**src/rtl/image_sep_pkg.sv**
```systemverilog
// image_sep_pkg: shared definitions for the pixel separation datapath.
//   - default frame geometry and pixel width
//   - foreground value forced on matching pixels
//   - frame controller state encoding
//   - counter width helper that stays legal for single-entry ranges
package image_sep_pkg;

   localparam int unsigned DEF_WIDTH = 8;
   localparam int unsigned DEF_COLS  = 640;
   localparam int unsigned DEF_ROWS  = 480;

   // Foreground value for a matching pixel at the default width.
   localparam logic [DEF_WIDTH-1:0] FG_MATCH = '1;

   // Frame controller states.
   typedef logic [1:0] state_t;
   localparam state_t StIdle  = 2'd0;
   localparam state_t StRun   = 2'd1;
   localparam state_t StDrain = 2'd2;
   localparam state_t StDone  = 2'd3;

   // Width of a counter that must hold 0..n-1. Never returns 0, so a
   // single-column or single-row frame still gets a 1-bit counter.
   function automatic int unsigned cnt_width(input int unsigned n);
      return (n > 1) ? $clog2(n) : 1;
   endfunction

endpackage

```
**src/rtl/pixel_sep.sv**
```systemverilog
// pixel_sep: combinational per-pixel separation stage.
//   a     in   WIDTH  frame A pixel
//   b     in   WIDTH  frame B pixel
//   fg    out  WIDTH  all-ones when a equals b, otherwise a
//   bg    out  WIDTH  b passed through
//   match out  1      full-width equality of a and b
module pixel_sep
   import image_sep_pkg::*;
#(
   parameter int unsigned WIDTH = DEF_WIDTH
) (
   input  logic [WIDTH-1:0] a,
   input  logic [WIDTH-1:0] b,
   output logic [WIDTH-1:0] fg,
   output logic [WIDTH-1:0] bg,
   output logic             match
);

   always_comb begin
      match = (a == b);
      fg    = match ? {WIDTH{1'b1}} : a;
      bg    = b;
   end

endmodule

```
**src/rtl/image_sep_frame_ctrl.sv**
```systemverilog
// image_sep_frame_ctrl: frame-level controller for the pixel separation
// datapath. Accepts (A, B) pixel pairs in raster order, runs each pair
// through pixel_sep, and holds one registered result with backpressure.
//   clk        in   rising-edge clock
//   rst_n      in   asynchronous active-low reset
//   start      in   single-cycle frame start (honoured only when idle)
//   in_valid   in   pixel pair present
//   in_ready   out  pair accepted on in_valid & in_ready
//   in_a/in_b  in   frame A / frame B pixel
//   out_valid  out  result present
//   out_ready  in   downstream accepts result
//   out_fg     out  separated foreground pixel
//   out_bg     out  frame B pixel
//   out_last   out  result is the final pixel of the frame
//   busy       out  frame in progress (run or drain)
//   done       out  one-cycle pulse after the last result is taken
//   match_cnt  out  matching pixels in the current/last frame
module image_sep_frame_ctrl
   import image_sep_pkg::*;
#(
   parameter int unsigned WIDTH = DEF_WIDTH,
   parameter int unsigned COLS  = DEF_COLS,
   parameter int unsigned ROWS  = DEF_ROWS
) (
   input  logic                            clk,
   input  logic                            rst_n,
   input  logic                            start,
   input  logic                            in_valid,
   output logic                            in_ready,
   input  logic [WIDTH-1:0]                in_a,
   input  logic [WIDTH-1:0]                in_b,
   output logic                            out_valid,
   input  logic                            out_ready,
   output logic [WIDTH-1:0]                out_fg,
   output logic [WIDTH-1:0]                out_bg,
   output logic                            out_last,
   output logic                            busy,
   output logic                            done,
   output logic [$clog2(COLS*ROWS+1)-1:0]  match_cnt
);

   localparam int unsigned CW = cnt_width(COLS);
   localparam int unsigned RW = cnt_width(ROWS);
   // Sized to COLS*ROWS so a frame of all-matching pixels cannot wrap.
   localparam int unsigned MW = $clog2(COLS * ROWS + 1);

   localparam logic [CW-1:0] COL_LAST = CW'(COLS - 1);
   localparam logic [RW-1:0] ROW_LAST = RW'(ROWS - 1);

   state_t            state_q, state_d;
   logic [CW-1:0]     col_q, col_d;
   logic [RW-1:0]     row_q, row_d;
   logic [MW-1:0]     match_q, match_d;
   logic              valid_q, valid_d;
   logic [WIDTH-1:0]  fg_q, fg_d;
   logic [WIDTH-1:0]  bg_q, bg_d;
   logic              last_q, last_d;

   logic [WIDTH-1:0]  sep_fg;
   logic [WIDTH-1:0]  sep_bg;
   logic              sep_match;

   logic              accept;
   logic              out_hs;
   logic              last_pix;

   pixel_sep #(
      .WIDTH (WIDTH)
   ) u_sep (
      .a     (in_a),
      .b     (in_b),
      .fg    (sep_fg),
      .bg    (sep_bg),
      .match (sep_match)
   );

   // Single output register: a new pair is taken only when the slot is
   // empty or being emptied in this same cycle.
   assign in_ready = (state_q == StRun) & (~valid_q | out_ready);
   assign accept   = in_valid & in_ready;
   assign out_hs   = valid_q & out_ready;
   assign last_pix = (col_q == COL_LAST) & (row_q == ROW_LAST);

   always_comb begin
      state_d = state_q;
      col_d   = col_q;
      row_d   = row_q;
      match_d = match_q;
      valid_d = valid_q;
      fg_d    = fg_q;
      bg_d    = bg_q;
      last_d  = last_q;

      // Drain first; a same-cycle accept below overrides it, so a
      // back-to-back stream sees no bubble.
      if (out_hs) begin
         valid_d = 1'b0;
      end

      case (state_q)
         StIdle: begin
            if (start) begin
               state_d = StRun;
               col_d   = '0;
               row_d   = '0;
               match_d = '0;
            end
         end

         StRun: begin
            if (accept) begin
               valid_d = 1'b1;
               fg_d    = sep_fg;
               bg_d    = sep_bg;
               last_d  = last_pix;
               if (sep_match) begin
                  match_d = match_q + MW'(1);
               end
               if (col_q == COL_LAST) begin
                  col_d = '0;
                  row_d = (row_q == ROW_LAST) ? '0 : row_q + RW'(1);
               end else begin
                  col_d = col_q + CW'(1);
               end
               if (last_pix) begin
                  state_d = StDrain;
               end
            end
         end

         StDrain: begin
            if (out_hs && last_q) begin
               state_d = StDone;
            end
         end

         StDone: begin
            state_d = StIdle;
         end

         default: begin
            state_d = StIdle;
         end
      endcase
   end

   always_ff @(posedge clk or negedge rst_n) begin
      if (!rst_n) begin
         state_q <= StIdle;
         col_q   <= '0;
         row_q   <= '0;
         match_q <= '0;
         valid_q <= 1'b0;
         fg_q    <= '0;
         bg_q    <= '0;
         last_q  <= 1'b0;
      end else begin
         state_q <= state_d;
         col_q   <= col_d;
         row_q   <= row_d;
         match_q <= match_d;
         valid_q <= valid_d;
         fg_q    <= fg_d;
         bg_q    <= bg_d;
         last_q  <= last_d;
      end
   end

   assign out_valid = valid_q;
   assign out_fg    = fg_q;
   assign out_bg    = bg_q;
   assign out_last  = last_q;
   assign match_cnt = match_q;
   assign busy      = (state_q == StRun) | (state_q == StDrain);
   assign done      = (state_q == StDone);

endmodule

```
**config.mk**
```make
export PLATFORM = sky130hd
export DESIGN_NAME = image_sep_frame_ctrl
export DESIGN_NICKNAME = d
export VERILOG_FILES = /design/src/rtl/image_sep_pkg.sv /design/src/rtl/pixel_sep.sv /design/src/rtl/image_sep_frame_ctrl.sv
export SDC_FILE = /design/constraint.sdc
export NUM_CORES = 1
export LEC_CHECK = 0
export ABC_AREA = 1
export CAP_MARGIN = 0
export CORE_UTILIZATION = 40
export DETAILED_ROUTE_END_ITERATION = 8
export DONT_BUFFER_PORTS = 1
export GPL_TIMING_DRIVEN = 0
export SLEW_MARGIN = 30
export SYNTH_ARGS = -nofsm -noshare
export SYNTH_HDL_FRONTEND = slang
export SYNTH_SLANG_ARGS = --single-unit
```
**constraint.sdc**
```tcl
create_clock -name clk -period 3.3 [get_ports clk]
set_input_delay 0.99 -clock clk [delete_from_list [all_inputs] [get_ports clk]]
set_output_delay 0.99 -clock clk [all_outputs]
set_load 0.01 [all_outputs]
```
# ---- Yosys cells after proc, flatten, opt, wreduce, memory -nomap -nowiden
# Index checks and enable logic that the tools add are counted.
dict set report classes {
  addsub 3
  n_eq_ne 12
  muxes 22
  bitwise 7
  n_reduce_logical 8
}
# cell count
set ops {}
lappend ops {{$mux 19} 3}
lappend ops {{$pmux 19 s2} 1}
lappend ops {{$mux 9} 4}
lappend ops {{$mux 10} 3}
lappend ops {{$pmux 10 s2} 1}
lappend ops {{$add 19x1->19 const B} 1}
lappend ops {{$pmux 9 s2} 1}
lappend ops {{$reduce_and 4->1} 3}
lappend ops {{$add 10x1->10 const B} 1}
lappend ops {{$eq 10x10->1 const B} 1}
lappend ops {{$ne 2x2->1 const B} 5}
lappend ops {{$add 9x1->9 const B} 1}
lappend ops {{$eq 9x9->1 const B} 1}
lappend ops {{$eq 8x8->1} 1}
lappend ops {{$mux 2} 4}
lappend ops {{$mux 8} 1}
lappend ops {{$pmux 2 s4} 1}
lappend ops {{$and 1x1->1} 4}
lappend ops {{$eq 2x2->1 const B} 2}
lappend ops {{$mux 1} 3}
lappend ops {{$reduce_and 3->1} 1}
lappend ops {{$eq 2x1->1 const B} 1}
lappend ops {{$logic_not 2->1} 1}
lappend ops {{$ne 2x1->1 const B} 1}
lappend ops {{5 further kinds} 6}
dict set report word_totals {
  ff_bits 58
  inputBits 21
  output_inout_bits 40
  word_cells 60
}

# ---- Logic depth before layout (Yosys ltp)
dict set report depth {
  depth_word 6
  depth_mapped 12
  depth_no_buf 11
}

# ---- Hierarchy
# A second synthesis with hierarchy kept.
dict set report unflattened {
  cells_unflattened 534
  hier_area_um2 3669.8
}
# mod instances cells_per_inst area_per_inst_um2 seq_area_each_um2
set modules_own_cells {}
lappend modules_own_cells {image_sep_frame_ctrl 1 485 3425.8 1451.4}
lappend modules_own_cells {pixel_sep 1 49 244.0 0.0}

# ---- Least setup slack after synthesis
# No wires, ideal clock.
dict set report synth_path {
  path_type {input -> output}
  start {input out_ready}
  end {output in_ready}
  t_arrival_ns 1.259
  required_ns 2.310
  setup_slack_ns 1.051
  stages 2
  n_path_buf 0
  cell_sequence {inv_1 -> a21oi_1}
}
dict set report synth_via {
  elab_chain_cells 2
}
# element line_no
set synth_lines {}
lappend synth_lines {{start: declaration} image_sep_frame_ctrl.sv:33} ;# input logic out_ready,
lappend synth_lines {{$or 1x1->1} image_sep_frame_ctrl.sv:79} ;# assign in_ready = (state_q == StRun) & (~valid_q | out_ready);
lappend synth_lines {{$and 1x1->1} image_sep_frame_ctrl.sv:79}
lappend synth_lines {{end: declaration} image_sep_frame_ctrl.sv:29} ;# output logic in_ready,
# Every way passes these cells.

# ---- Worst setup path after layout
dict set report layout_path {
  start {register state_q[1]}
  end {output in_ready}
}
dict set report layout_via {
  elab_chain_cells 2
}
# element line_no
set layout_lines {}
lappend layout_lines {{start: declaration} image_sep_frame_ctrl.sv:50} ;# state_t state_q, state_d;
lappend layout_lines {{start signal: assignment} image_sep_frame_ctrl.sv:149} ;# state_q <= StIdle;
lappend layout_lines {{start signal: assignment} image_sep_frame_ctrl.sv:158} ;# state_q <= state_d;
lappend layout_lines {{$eq 2x1->1} image_sep_frame_ctrl.sv:79}
lappend layout_lines {{$and 1x1->1} image_sep_frame_ctrl.sv:79}
# Every way passes these cells.

==> results.md <==
- Status: complete, no violations
- Comb power frac: 0.360
- Final Skew: 0.0101 ns
- Clock Sink Count: 58
- Dpl hpwl: 5.96 mm
- CTS resizes: 0
- Vias per inst: 4.94
- Total GRT Usage: 0.203
- I/O pin total: 61
- Cell-internal power: 0.00138 W
- Largest net degree at the start of global routing: 59
- Hold buffers post-CTS: 0
- H-tree levels: 3
- Nets: 543
- IR drop worst, VDD: 0.000453 V
- Largest cells by area after synthesis: dfrtp_1, nand2_1, inv_1, nor2_1, nand3_1
- Core Area: 0.00830 sq mm
- Met3 wire len: 460 um
- Initial drt markers: 140
- CP Class: reg2out
- I/O Buffers: 0
- Power per cell area: 651 mW/mm^2
- Post-Synth Adder-Cell Area: 0.0252
- Async SR Flop Fraction: 1.00
- Worst hold margin: 0.329 ns
- Worst Max-Slew Pin Slew: 0.650 ns
- Fin. Hold Viols: 0
- Critical path required time: 2.31 ns
- Die width: 95.3 um
- Startpoint types: flop
- Metal2 WL: 3.78 mm
- Crit path DAT: 1.56 ns
- Top-count cell post-synth: nand2_1
- Synthesized flop and latch total: 58
- Routed WL: 8.25 mm
- NetSw: 0.00107 W
- Clk buf depth: 2
- MaxCap Viol Count: 0
- Drt pass-1 iters: 4
- Fin crit period: 2.55 ns
- Post-synth top area share: 0.417
- Switching Fraction: 0.437
- Setup violators final: 0
- Area of the die: 0.00908 sq mm
- Post-Syn Nets: 532
- RSZ-0062 raised after global routing: false
- Reg power frac: 0.401
- Post-Synthesis Cells: 504
- Highest layer used for signal routing: met4
- Clock-pin slew on the worst setup and hold paths: 0.07 ns
- Seq/Total Area, Yosys: 0.417
- Post-synth top cells: nand2_1, inv_1, dfrtp_1
- Root Buffer: clkbuf_8
- Crit. End Element: output pin
- Synthesized area: 0.00348 sq mm
- Final period util: 0.772
- Clk pwr share: 0.239
- Pins Over Slew Limit: 0
- Critical path fanouts, max: 10
- Hold crit path type: in2async
- Worst setup margin: 0.751 ns
- Met1 wire length: 3.91 mm
- Worst slack at placement: 0.967 ns
- Total power draw: 0.00246 W
- Die height: 95.3 um
- Global route overflow: 0
- Flop2flop setup slack: 1.14 ns
- Max-slew headroom: 0.567
- First-pass GRT wire length: 14.2 mm
- Fmax: 392 MHz
- Share of cells above drive strength 1: 0.0577
- Finished Cell Area: 0.00378 sq mm
- Xor-xnor portion of the synthesized cell area: 0.0302
- Number of diodes: 0
- Gpl congestion: 0.851
- Layout area overhead: 8.48%
- Crit path launch: state_q[1]
- CTS Buf Count: 9
- Placement Rows: 33
- Ys flop type: dfrtp_1
- Synthesized area per cell: 6.91 sq um
- Simple-Gate Fraction of Synth Area: 0.381
- FF-to-FF Start: state_q[1]
- Drt drc: 0
- Vias in the first global route: 2969
- CTS tree: done
- Avg WL per Cell: 13.2 um
- Leak Pwr: 1.98 nW
- Multiplexer share of the synthesized area: 0
- DP Area: 0.00361 sq mm
- Netlist cell types: 29
- Initial antenna violation count: 0
- Post-route ant nets: 0
- Routed vias: 3089
- Worst skew pair latency: 0.35 ns
- Main combinational cell family by area after synthesis: simple AND/OR/NAND/NOR gates
- Setup Buffers After CTS: 0
- Post-synth EDFFs: 0
- Largest area contributor in the netlist: dfrtp_1
- Final setup TNS: 0 ns
- Compound-Gate Fraction of Synth Area: 0.0600
- Ys Warns: 0
- Initial Utilization: 0.419
==> area by class of cell <==
cell class              count  area, sq um
flip-flops and latches     58         1450
well taps                 105          131
clock buffers              13          149
plain buffers              11         63.8
fillers                   850         4520
clock inverters             3         15.0
inverters                  63          236
multi-input cells         372         1730
==> through the flow <==
step,std cells,utilization
after floorplan,504,-
after CTS,625,0.455
after global placement,609,0.435
final,625,0.455
after detailed placement,609,0.435
after global routing,625,0.455
==> metal layers <==
layer / track usage / vias up
met5: 0 / -
met4: 0.0593 / 0
met3: 0.0598 / 11
met2: 0.329 / 64
met1: 0.260 / 1408
li1: - / 1606
==> cell families after synthesis <==
| logic type | count (synthesis) |
|---|---|
| and+or+nand+nor | 315 |
| buffers and inverters | 74 |
| DFF | 58 |
| AOI/OAI and AO/OA | 38 |
| xor gates and xnor gates | 12 |
| adders and majority gates | 7 |
==> power by group through the flow <==
stage / combinational (W) / clock, W / sequential (W)
4_1_cts: 0.000893 / 0.000601 / 0.000988
3_3_place_gp: 0.000873 / 0 / 0.000997
2_1_floorplan: 0.000665 / 0 / 0.000969
3_5_place_dp: 0.000890 / 0 / 0.00100
5_1_grt: 0.00101 / 0.000634 / 0.00101
6_report: 0.000885 / 0.000586 / 0.000985
==> path summary, 6_finish.rpt <==
path,to,depth (start not counted)
hold reg to reg,col_q[1],2
hold / removal,out_bg[6],0
max in group asynchronous,col_q[9],0
setup / recovery,in_ready,5
setup reg to reg,out_last,9
min in group clk,col_q[1],2
==> state kept, by name (all words and copies together), names as in the netlist <==
signal     cells
match_cnt     19
col_q         10
row_q          9
out_bg         8
out_fg         8
state_q        2
out_last       1
out_valid      1
==> cell usage in the layout, fill, tap and decap left out, drive strengths merged <==
| cell type | n |
|---|---|
| nand4 | 17 |
| o31ai | 2 |
| clkbuf | 17 |
| nand3 | 35 |
| clkinv | 3 |
| or2 | 1 |
| inv | 63 |
| xnor2 | 4 |
| nand3b | 2 |
| nor2 | 54 |
| o21ai | 30 |
| ha | 7 |
| nand2 | 197 |
| a21oi | 5 |
| nor3 | 6 |
| buf | 7 |
| and3 | 1 |
| o21bai | 1 |
| nor3b | 2 |
| xor2 | 8 |
| dfrtp | 58 |
==> worst max-delay path: stages (launching register included) <==
cell     delay (ns)
dfrtp_1        0.42
inv_1          0.10
ha_1           0.14
buf_4          0.18
inv_2          0.10
a21oi_1        0.28
(Power assumes the default switching activity.)
